===== src/rtl/alu_issue_arbiter.sv =====
// Round-robin issue arbiter in front of a single ALU.
// Selects one ready micro-op per cycle and forms its operands.
// The micro-op is registered into a one-entry issue stage with a
// valid/ready handshake toward the ALU.
// Optional build macro: ALU_ARB_PERF_EN adds per-requester grant counters and a stall counter.
module alu_issue_arbiter #(
  parameter int unsigned NUM_REQ = 4,
  parameter int unsigned XLEN    = 32,
  parameter int unsigned TAG_W   = 6,
  parameter int unsigned CNT_W   = 32,
  localparam int unsigned IDX_W  = $clog2(NUM_REQ)
) (
  input  logic                     clk,
  input  logic                     rst,
  input  logic                     flush,
  input  logic [NUM_REQ-1:0]       req_valid,
  output logic [NUM_REQ-1:0]       req_ready,
  input  logic [NUM_REQ*7-1:0]     req_opcode,
  input  logic [NUM_REQ*3-1:0]     req_funct3,
  input  logic [NUM_REQ*7-1:0]     req_funct7,
  input  logic [NUM_REQ*XLEN-1:0]  req_rs1,
  input  logic [NUM_REQ*XLEN-1:0]  req_rs2,
  input  logic [NUM_REQ*XLEN-1:0]  req_imm,
  input  logic [NUM_REQ*TAG_W-1:0] req_tag,
  output logic                     iss_valid,
  input  logic                     iss_ready,
  output logic [6:0]               iss_opcode,
  output logic [2:0]               iss_funct3,
  output logic [6:0]               iss_funct7,
  output logic [XLEN-1:0]          iss_op_a,
  output logic [XLEN-1:0]          iss_op_b,
  output logic [TAG_W-1:0]         iss_tag,
  output logic [IDX_W-1:0]         iss_src
`ifdef ALU_ARB_PERF_EN
  ,
  output logic [NUM_REQ*CNT_W-1:0] perf_grant_cnt,
  output logic [CNT_W-1:0]         perf_stall_cnt
`endif
);

  localparam logic [6:0] OP_IMM = 7'b0010011;

  logic [IDX_W-1:0]   rr_ptr;
  logic               load_en;
  logic               accept;
  logic               grant_any;
  logic [NUM_REQ-1:0] grant;
  logic [IDX_W-1:0]   grant_idx;
  logic [IDX_W-1:0]   rr_next;
  logic [6:0]         sel_opcode;
  logic [XLEN-1:0]    sel_op_b;

  // Stage can take a new uop when empty or draining this cycle; rst and flush block acceptance.
  assign load_en = !rst && !flush && (!iss_valid || iss_ready);

  // Round-robin scan starting at rr_ptr, wrapping modulo NUM_REQ.
  always_comb begin : p_grant
    int unsigned j;
    j         = 0;
    grant     = '0;
    grant_idx = '0;
    grant_any = 1'b0;
    for (int unsigned k = 0; k < NUM_REQ; k++) begin
      j = (32'(rr_ptr) + k) % NUM_REQ;
      if (!grant_any && req_valid[j]) begin
        grant_any = 1'b1;
        grant[j]  = 1'b1;
        grant_idx = IDX_W'(j);
      end
    end
  end

  assign req_ready = grant & {NUM_REQ{load_en}};
  assign accept    = grant_any && load_en;
  assign rr_next   = (grant_idx == IDX_W'(NUM_REQ - 1)) ? '0 : grant_idx + 1'b1;

  // Operand B is the immediate only for OP-IMM encodings.
  always_comb begin
    sel_opcode = req_opcode[grant_idx*7 +: 7];
    sel_op_b   = (sel_opcode == OP_IMM) ? req_imm[grant_idx*XLEN +: XLEN]
                                        : req_rs2[grant_idx*XLEN +: XLEN];
  end

  // Issue stage and round-robin pointer; flush empties the stage but keeps the pointer.
  always_ff @(posedge clk) begin
    if (rst) begin
      iss_valid  <= 1'b0;
      iss_opcode <= '0;
      iss_funct3 <= '0;
      iss_funct7 <= '0;
      iss_op_a   <= '0;
      iss_op_b   <= '0;
      iss_tag    <= '0;
      iss_src    <= '0;
      rr_ptr     <= '0;
    end else if (flush) begin
      iss_valid <= 1'b0;
    end else if (accept) begin
      iss_valid  <= 1'b1;
      iss_opcode <= sel_opcode;
      iss_funct3 <= req_funct3[grant_idx*3 +: 3];
      iss_funct7 <= req_funct7[grant_idx*7 +: 7];
      iss_op_a   <= req_rs1[grant_idx*XLEN +: XLEN];
      iss_op_b   <= sel_op_b;
      iss_tag    <= req_tag[grant_idx*TAG_W +: TAG_W];
      iss_src    <= grant_idx;
      rr_ptr     <= rr_next;
    end else if (iss_valid && iss_ready) begin
      iss_valid <= 1'b0;
    end
  end

`ifdef ALU_ARB_PERF_EN
  // Free-running wrap-around counters, cleared only by rst.
  always_ff @(posedge clk) begin
    if (rst) begin
      perf_grant_cnt <= '0;
      perf_stall_cnt <= '0;
    end else begin
      if (accept) begin
        perf_grant_cnt[grant_idx*CNT_W +: CNT_W] <=
          perf_grant_cnt[grant_idx*CNT_W +: CNT_W] + 1'b1;
      end
      if (iss_valid && !iss_ready) begin
        perf_stall_cnt <= perf_stall_cnt + 1'b1;
      end
    end
  end
`endif

endmodule


===== config.mk =====
export PLATFORM = sky130hd
export DESIGN_NAME = alu_issue_arbiter
export DESIGN_NICKNAME = d
export VERILOG_FILES = /design/src/rtl/alu_issue_arbiter.sv
export SDC_FILE = /design/constraint.sdc
export NUM_CORES = 1
export LEC_CHECK = 0
export CAP_MARGIN = 20
export CORE_AREA = 2 2 224 226
export DETAILED_ROUTE_END_ITERATION = 8
export DIE_AREA = 0 0 226 228
export GPL_TIMING_DRIVEN = 0
export HOLD_SLACK_MARGIN = 0.12
export PLACE_DENSITY = 0.47
export REMOVE_ABC_BUFFERS = 1
export SLEW_MARGIN = 30
export SYNTH_ARGS = -nofsm -noshare
export SYNTH_HDL_FRONTEND = slang
export SYNTH_SLANG_ARGS = --single-unit

===== constraint.sdc =====
create_clock -name clk -period 5.8 [get_ports clk]
set_clock_uncertainty 0.05 [all_clocks]
set_input_delay 0.58 -clock clk [delete_from_list [all_inputs] [get_ports clk]]
set_output_delay 0.58 -clock clk [all_outputs]
set_load 0.02 [all_outputs]

==> results_dict.tcl, run 1 <==
set metrics [dict create \
    synthTopCellsByArea "dfxtp_1 (25%), mux4_2 (11%), nand2_1 (6.8%)" \
    die_h_um 228 \
    fmax_mhz 182.8 \
    wl_per_cell_um 20.37 \
    avgSynthCellArea_um2 8.280 \
    path_max_fanout 34 \
    finalPower_mw 2.808 \
    critPathBufInv 5 \
    grt_max_degree 56 \
    vias 9153 \
    numClockSinks 92 \
    worstMarginPinSlew_ns 0.7853 \
    crit_type "flop to flop" \
    finalSetupTns_ns 0 \
    cp-end-kind "flop" \
    vias_per_cell 4.384 \
    die_x_um 226 \
    cts_max_level 3 \
    post-route-drc-count 0 \
    setup_violations 0 \
    ys_seq_elements 92 \
    cp_top_family "multiplexers" \
    core_um2 49350 \
    crit_required_ns 6.02 \
    maxCapViolations 0 \
    nNetsFinal 1896 \
    num_rows 82 \
    synth_top_area_frac 0.2545 \
    routed_wl_um 42540 \
    drt_iter0_drc 348 \
    grt_pass1_vias 9251 \
    hold_viol_final 0 \
    cts_tree "done" \
    synth_cells 874 \
    grt_use_total 0.1584 \
    fill_cells 5271 \
    p_leak_nw 5.186 \
    ant_nets 0 \
    critPathLaunchType "flop" \
    final_cell_count_no_fill 2088 \
    dpl_cell_area_um2 14100 \
    worst_ep_arrival_time_ns 5.69 \
    ioPinCount 578 \
    grt_pass1_wl_um 59840 \
    netlist_area_um2 7237 \
    peakVddDrop_v 0.00009926 \
    dpl.cell_count 2065 \
    fin_crit_ns 5.470 \
    gr-total-overflow 0 \
    slowest_delay_ns 0.60 \
    drive_above_1_share 0.09574 \
    clock_latency_ns 0.38 \
    place.gp.congestion 0.8068 \
    critPathMostFrequentCell "buf_12" \
    cts_buffer_depth 2 \
    slew_headroom 0.4716 \
    fin_area_um2 14470 \
    cp_cell_sequence "inv_2, ha_1, mux4_2, nor2b_4, o21ai_4, o31a_4, buf_16, mux2i_1, mux2_2, or3b_4, nor2_8, buf_12, buf_12, buf_12, mux2_2, a221oi_1, a21oi_1" \
    ys_warn_count 0 \
    hp-class "flop to flop" \
    fin_crit_sh 0.9431 \
    cts_buffers 9 \
    cp_slowest_cell "dfxtp_2" \
    die-area_um2 51530 \
    yosysTopAreaCell "dfxtp_1" \
    initial_core_util 0.1466 \
    io_buffer_count 577 \
    outcome "completed" \
    finish.utilization 0.2932 \
    path_clk_slew_ns 0.08 \
    hpwlAfterDp_um 34390 \
    powerDensity_nw_per_um2 194.0 \
    ys_types 45 \
    dr.pass1.iters 5 \
    drv_slew 0 \
    antenna_found_initial 16 \
    rsz0062_at_grt "no" \
    syn_to_final_growth_pct 99.97 \
    root_buffer "clkbuf_16" \
    yosysSeqAreaShare 0.2545 \
]
where the power goes:
part	internal, mW	total (mW)	switching, mW
Sequential	0.686	0.718	0.0325
Combinational	0.726	1.35	0.626
Clock	0.423	0.738	0.314
metrics by stage:
stage                     hold WS, ns  setup WS [ns]
final                          0.4432         0.3303
after global routing           0.4685        0.05235
after CTS                      0.4440        0.08815
after detailed placement       0.4268        -0.2050
after global placement         0.4164         -13.10
after floorplan                0.5083         -3.606
timing repair:
action                                  4_1_cts  5_1_grt
setup buffers                                 0        1
gates resized for setup                       1        1
pin swaps                                     0        1
endpoints found under the setup margin       11        9
hold buffers                                  0        0
kinds of logic after synthesis:
family / count (synthesis) / share of synthesized area
and+or+nand+nor: 291 / 0.1807
AOI/OAI and AO/OA: 275 / 0.2592
adders and majority gates: 7 / 0.01210
buffers and inverters: 94 / 0.06103
DFF: 92 / 0.2545
muxes: 115 / 0.2325
per-layer routing:
layer	part of all wire	global-route usage	routed length, µm	up-vias
met5	0.0012	0	50	-
met3	0.091	0.05165	3892	56
li1	-	-	-	4333
met2	0.50	0.2873	21270	435
met1	0.38	0.1677	16060	4321
met4	0.030	0.06229	1270	8
flip-flops by register name, summed over array words and instances, names as in the netlist:
signal and cells:
iss_op_a 32, iss_op_b 32, iss_funct7 7, iss_opcode 7
iss_tag 6, iss_funct3 3, iss_src 2, rr_ptr 2
iss_valid 1
synth_stat cells (all sizes together):
library cell and number:
nand2 131, o21ai 37, buf 20, nor2b 2, a22oi 4, or3b 1, nor3b 1, a21boi 1
nor2 89, nand4b 1, mux4 36, nor4 1, nand3 6, ha 7, and3 4, a21oi 96
dfxtp 92, o31a 1, a311oi 49, or2 1, inv 5, o22ai 1, and4b 2, mux2 65
or3 1, nand2b 2, mux2i 14, clkbuf 69, o31ai 1, and2 48, a221oi 33, nor3 1
a211oi 48, o41ai 3, a211o 1
cells in the final DEF (no fill, tap or decap), types with 8 or more instances in the layout:
cell / count
clkdlybuf4s50_1: 576
nand2_1: 131
a21oi_1: 95
dfxtp_1: 91
nor2_1: 85
a311oi_1: 49
and2_1: 48
a211oi_1: 48
mux4_2: 36
mux2_2: 35
o21ai_0: 34
a221oi_1: 33
mux2_1: 30
mux2i_1: 14
buf_16: 13
clkbuf_16: 9
buf_6: 9
buf_12: 8
worst paths after layout:
| kind | from | endpoint | slack, ns | cells after the start |
|---|---|---|---|---|
| hold / removal | iss_op_a[23] | iss_op_a[23] | 0.44 | 2 |
| setup reg to reg | rr_ptr[0] | iss_op_b[0] | 0.33 | 17 |
| setup / recovery | rr_ptr[0] | iss_op_b[0] | 0.33 | 17 |
| hold reg to reg | iss_op_a[23] | iss_op_a[23] | 0.44 | 2 |
worst register-to-register path, cell delays in order, from the launching register on:
cell and delay (ns):
dfxtp_2 0.60, inv_2 0.17, ha_1 0.41, mux4_2 0.40, nor2b_4 0.10, o21ai_4 0.19
o31a_4 0.32, buf_16 0.20, mux2i_1 0.39, mux2_2 0.25, or3b_4 0.43, nor2_8 0.19
buf_12 0.25, buf_12 0.28, buf_12 0.26, mux2_2 0.37, a221oi_1 0.38, a21oi_1 0.11
area by class of cell:
class | count | area, µm² | share of cell area
Clock buffer | 10 | 229.0 | 0.01582
Inverter | 5 | 18.77 | 0.001297
Multi-Input combinational cell | 688 | 4999 | 0.3454
Sequential cell | 92 | 1843 | 0.1274
Antenna cell | 6 | 15.01 | 0.001038
Timing Repair Buffer | 609 | 6415 | 0.4433
Clock inverter | 6 | 111.4 | 0.007695
Tap cell | 672 | 840.8 | 0.05810
Power figures use the tool's default switching activity.
==> run 2: changes to the inputs <==
Settings changed: SKIP_LAST_GASP set to 1.
==> results of run 2 <==
Final layout, timing and power as in run 1 (identical DEF).
==> run 3: changes to the inputs <==
Settings changed: CAP_MARGIN 20 to 25, SLEW_MARGIN 30 to 20.
==> run 3 against run 2 <==
  * Global-route usage up 0.068 points
  * Critical endpoint unchanged
  * Via count grew 0.12%
  * Largest cell class unchanged
  * Critical path type unchanged
  * Core utilization fell by 0.29 points
  * First-iteration DRC count grew 3.4%
  * Non-clock buffer count fell by 5
==> results_dict.tcl, run 3 (synthesis results as in run 1) <==
set metrics [dict create \
    grt_pass1_wl_um 60130 \
    numClockSinks 92 \
    grt_pass1_vias 9122 \
    path_clk_slew_ns 0.08 \
    rsz0062_at_grt "no" \
    ctsHoldBuffers 0 \
    drt_iter0_drc 360 \
    fin_crit_ns 5.484 \
    worstMarginPinSlew_ns 0.8104 \
    post-route-drc-count 0 \
    cts_max_level 3 \
    drv_slew 0 \
    pre_cts_ws_ns -0.6841 \
    rr_worst_depth 17 \
    slew_headroom 0.4547 \
    ioPinCount 578 \
    layout_commonest_cell "clkdlybuf4s50_1" \
    fmax_mhz 182.4 \
    outcome "completed" \
    core_um2 49350 \
    syn_to_final_growth_pct 97.99 \
    setup_violations 0 \
    num_rows 82 \
    path_max_fanout 37 \
    die_x_um 226 \
    finish.utilization 0.2904 \
    antenna_found_initial 16 \
    die_h_um 228 \
    powerDensity_nw_per_um2 189.4 \
    nNetsFinal 1892 \
    root_buffer "clkbuf_16" \
    clock_latency_ns 0.38 \
    cts_buffer_depth 2 \
    peakVddDrop_v 0.00009920 \
    critPathLaunchType "flop" \
    cts_tree "done" \
    gr-total-overflow 0 \
    place.gp.congestion 0.8068 \
    maxCapViolations 0 \
    cp-end-kind "flop" \
    p_leak_nw 5.114 \
    fin_area_um2 14330 \
    final_cell_mix "clkdlybuf4s50_1 (576), nand2_1 (131), a21oi_1 (95)" \
    wl_per_cell_um 20.40 \
    dr.pass1.iters 4 \
    io_buffer_count 577 \
    worst_ep_arrival_time_ns 5.70 \
    ant_nets 0 \
    hold_viol_final 0 \
    whs_path_depth 2 \
    routed_wl_um 42490 \
    hpwlAfterDp_um 34120 \
    die-area_um2 51530 \
    crit_required_ns 6.02 \
    fin_crit_sh 0.9455 \
    crit_type "flop to flop" \
    dpl_cell_area_um2 13990 \
    drive_above_1_share 0.09317 \
    worst_slack_ns 0.3164 \
    vias_per_cell 4.399 \
    cts_buffers 9 \
    largestRegisters "iss_op_a x32, iss_op_b x32" \
    initial_core_util 0.1466 \
    grt_use_total 0.1590 \
    vias 9164 \
    grt_max_degree 63 \
    hp-class "flop to flop" \
]
==> run 3: metrics by stage <==
stage | power (mW) | instances | hold WS (ns) | setup TNS, ns
3_5_place_dp | 2.071 | 2060 | 0.4268 | -9.709
6_report | 2.714 | 2083 | 0.4413 | 0
3_3_place_gp | 2.030 | 2034 | 0.4164 | -725.31
2_1_floorplan | 1.335 | 785 | 0.5083 | -183.82
4_1_cts | 2.776 | 2078 | 0.4433 | 0
5_1_grt | 2.884 | 2082 | 0.4653 | 0
==> run 3: final timing paths <==
path / startpoint / endpoint / slack [ns]
worst min register to register: iss_op_a[21] / iss_op_a[21] / 0.44
worst max register to register: rr_ptr[0] / iss_op_b[0] / 0.32
worst min-delay path: iss_op_a[21] / iss_op_a[21] / 0.44
worst max-delay path: rr_ptr[0] / iss_op_b[0] / 0.32
==> run 3: cell type report <==
type                            count  area, µm²
Antenna cell                        5      12.51
Clock buffer                       11      242.7
Clock inverter                      5      60.06
Fill cell                        5276      35020
Inverter                            5      18.77
Multi-Input combinational cell    689       5010
Sequential cell                    92       1843
Tap cell                          672      840.8
Timing Repair Buffer              604       6301
==> run 3: worst max-delay path, stage by stage, from the launching register on <==
cell,delay (ns)
dfxtp_2,0.59
inv_2,0.16
ha_1,0.41
mux4_2,0.40
nor2b_4,0.10
o21ai_4,0.20
o31a_4,0.37
buf_12,0.23
buf_12,0.22
mux2i_1,0.34
mux2_2,0.29
nand4b_2,0.35
nor2_8,0.24
buf_12,0.25
buf_12,0.24
mux2_2,0.35
a221oi_1,0.37
a21oi_1,0.11
==> run 3: metal layers <==
layer | track usage | up-vias | routed length, µm
met1 | 0.1730 | 4356 | 16380
met2 | 0.2855 | 410 | 21230
li1 | - | 4331 | -
met5 | 0 | - | 66
met4 | 0.05877 | 10 | 1104
met3 | 0.05100 | 57 | 3713
==> run 3: report_power, final <==
part           total [mW]  internal [mW]  switching (mW)
clock               0.668          0.349           0.319
combinational        1.33          0.707           0.621
sequential          0.718          0.686          0.0325
total                2.71           1.74           0.973
==> run 3: what timing repair did <==
item / in CTS / in global routing
setup endpoints to repair: 27 / 0
resized for setup: 2 / 0
buffers inserted: 1 / 0
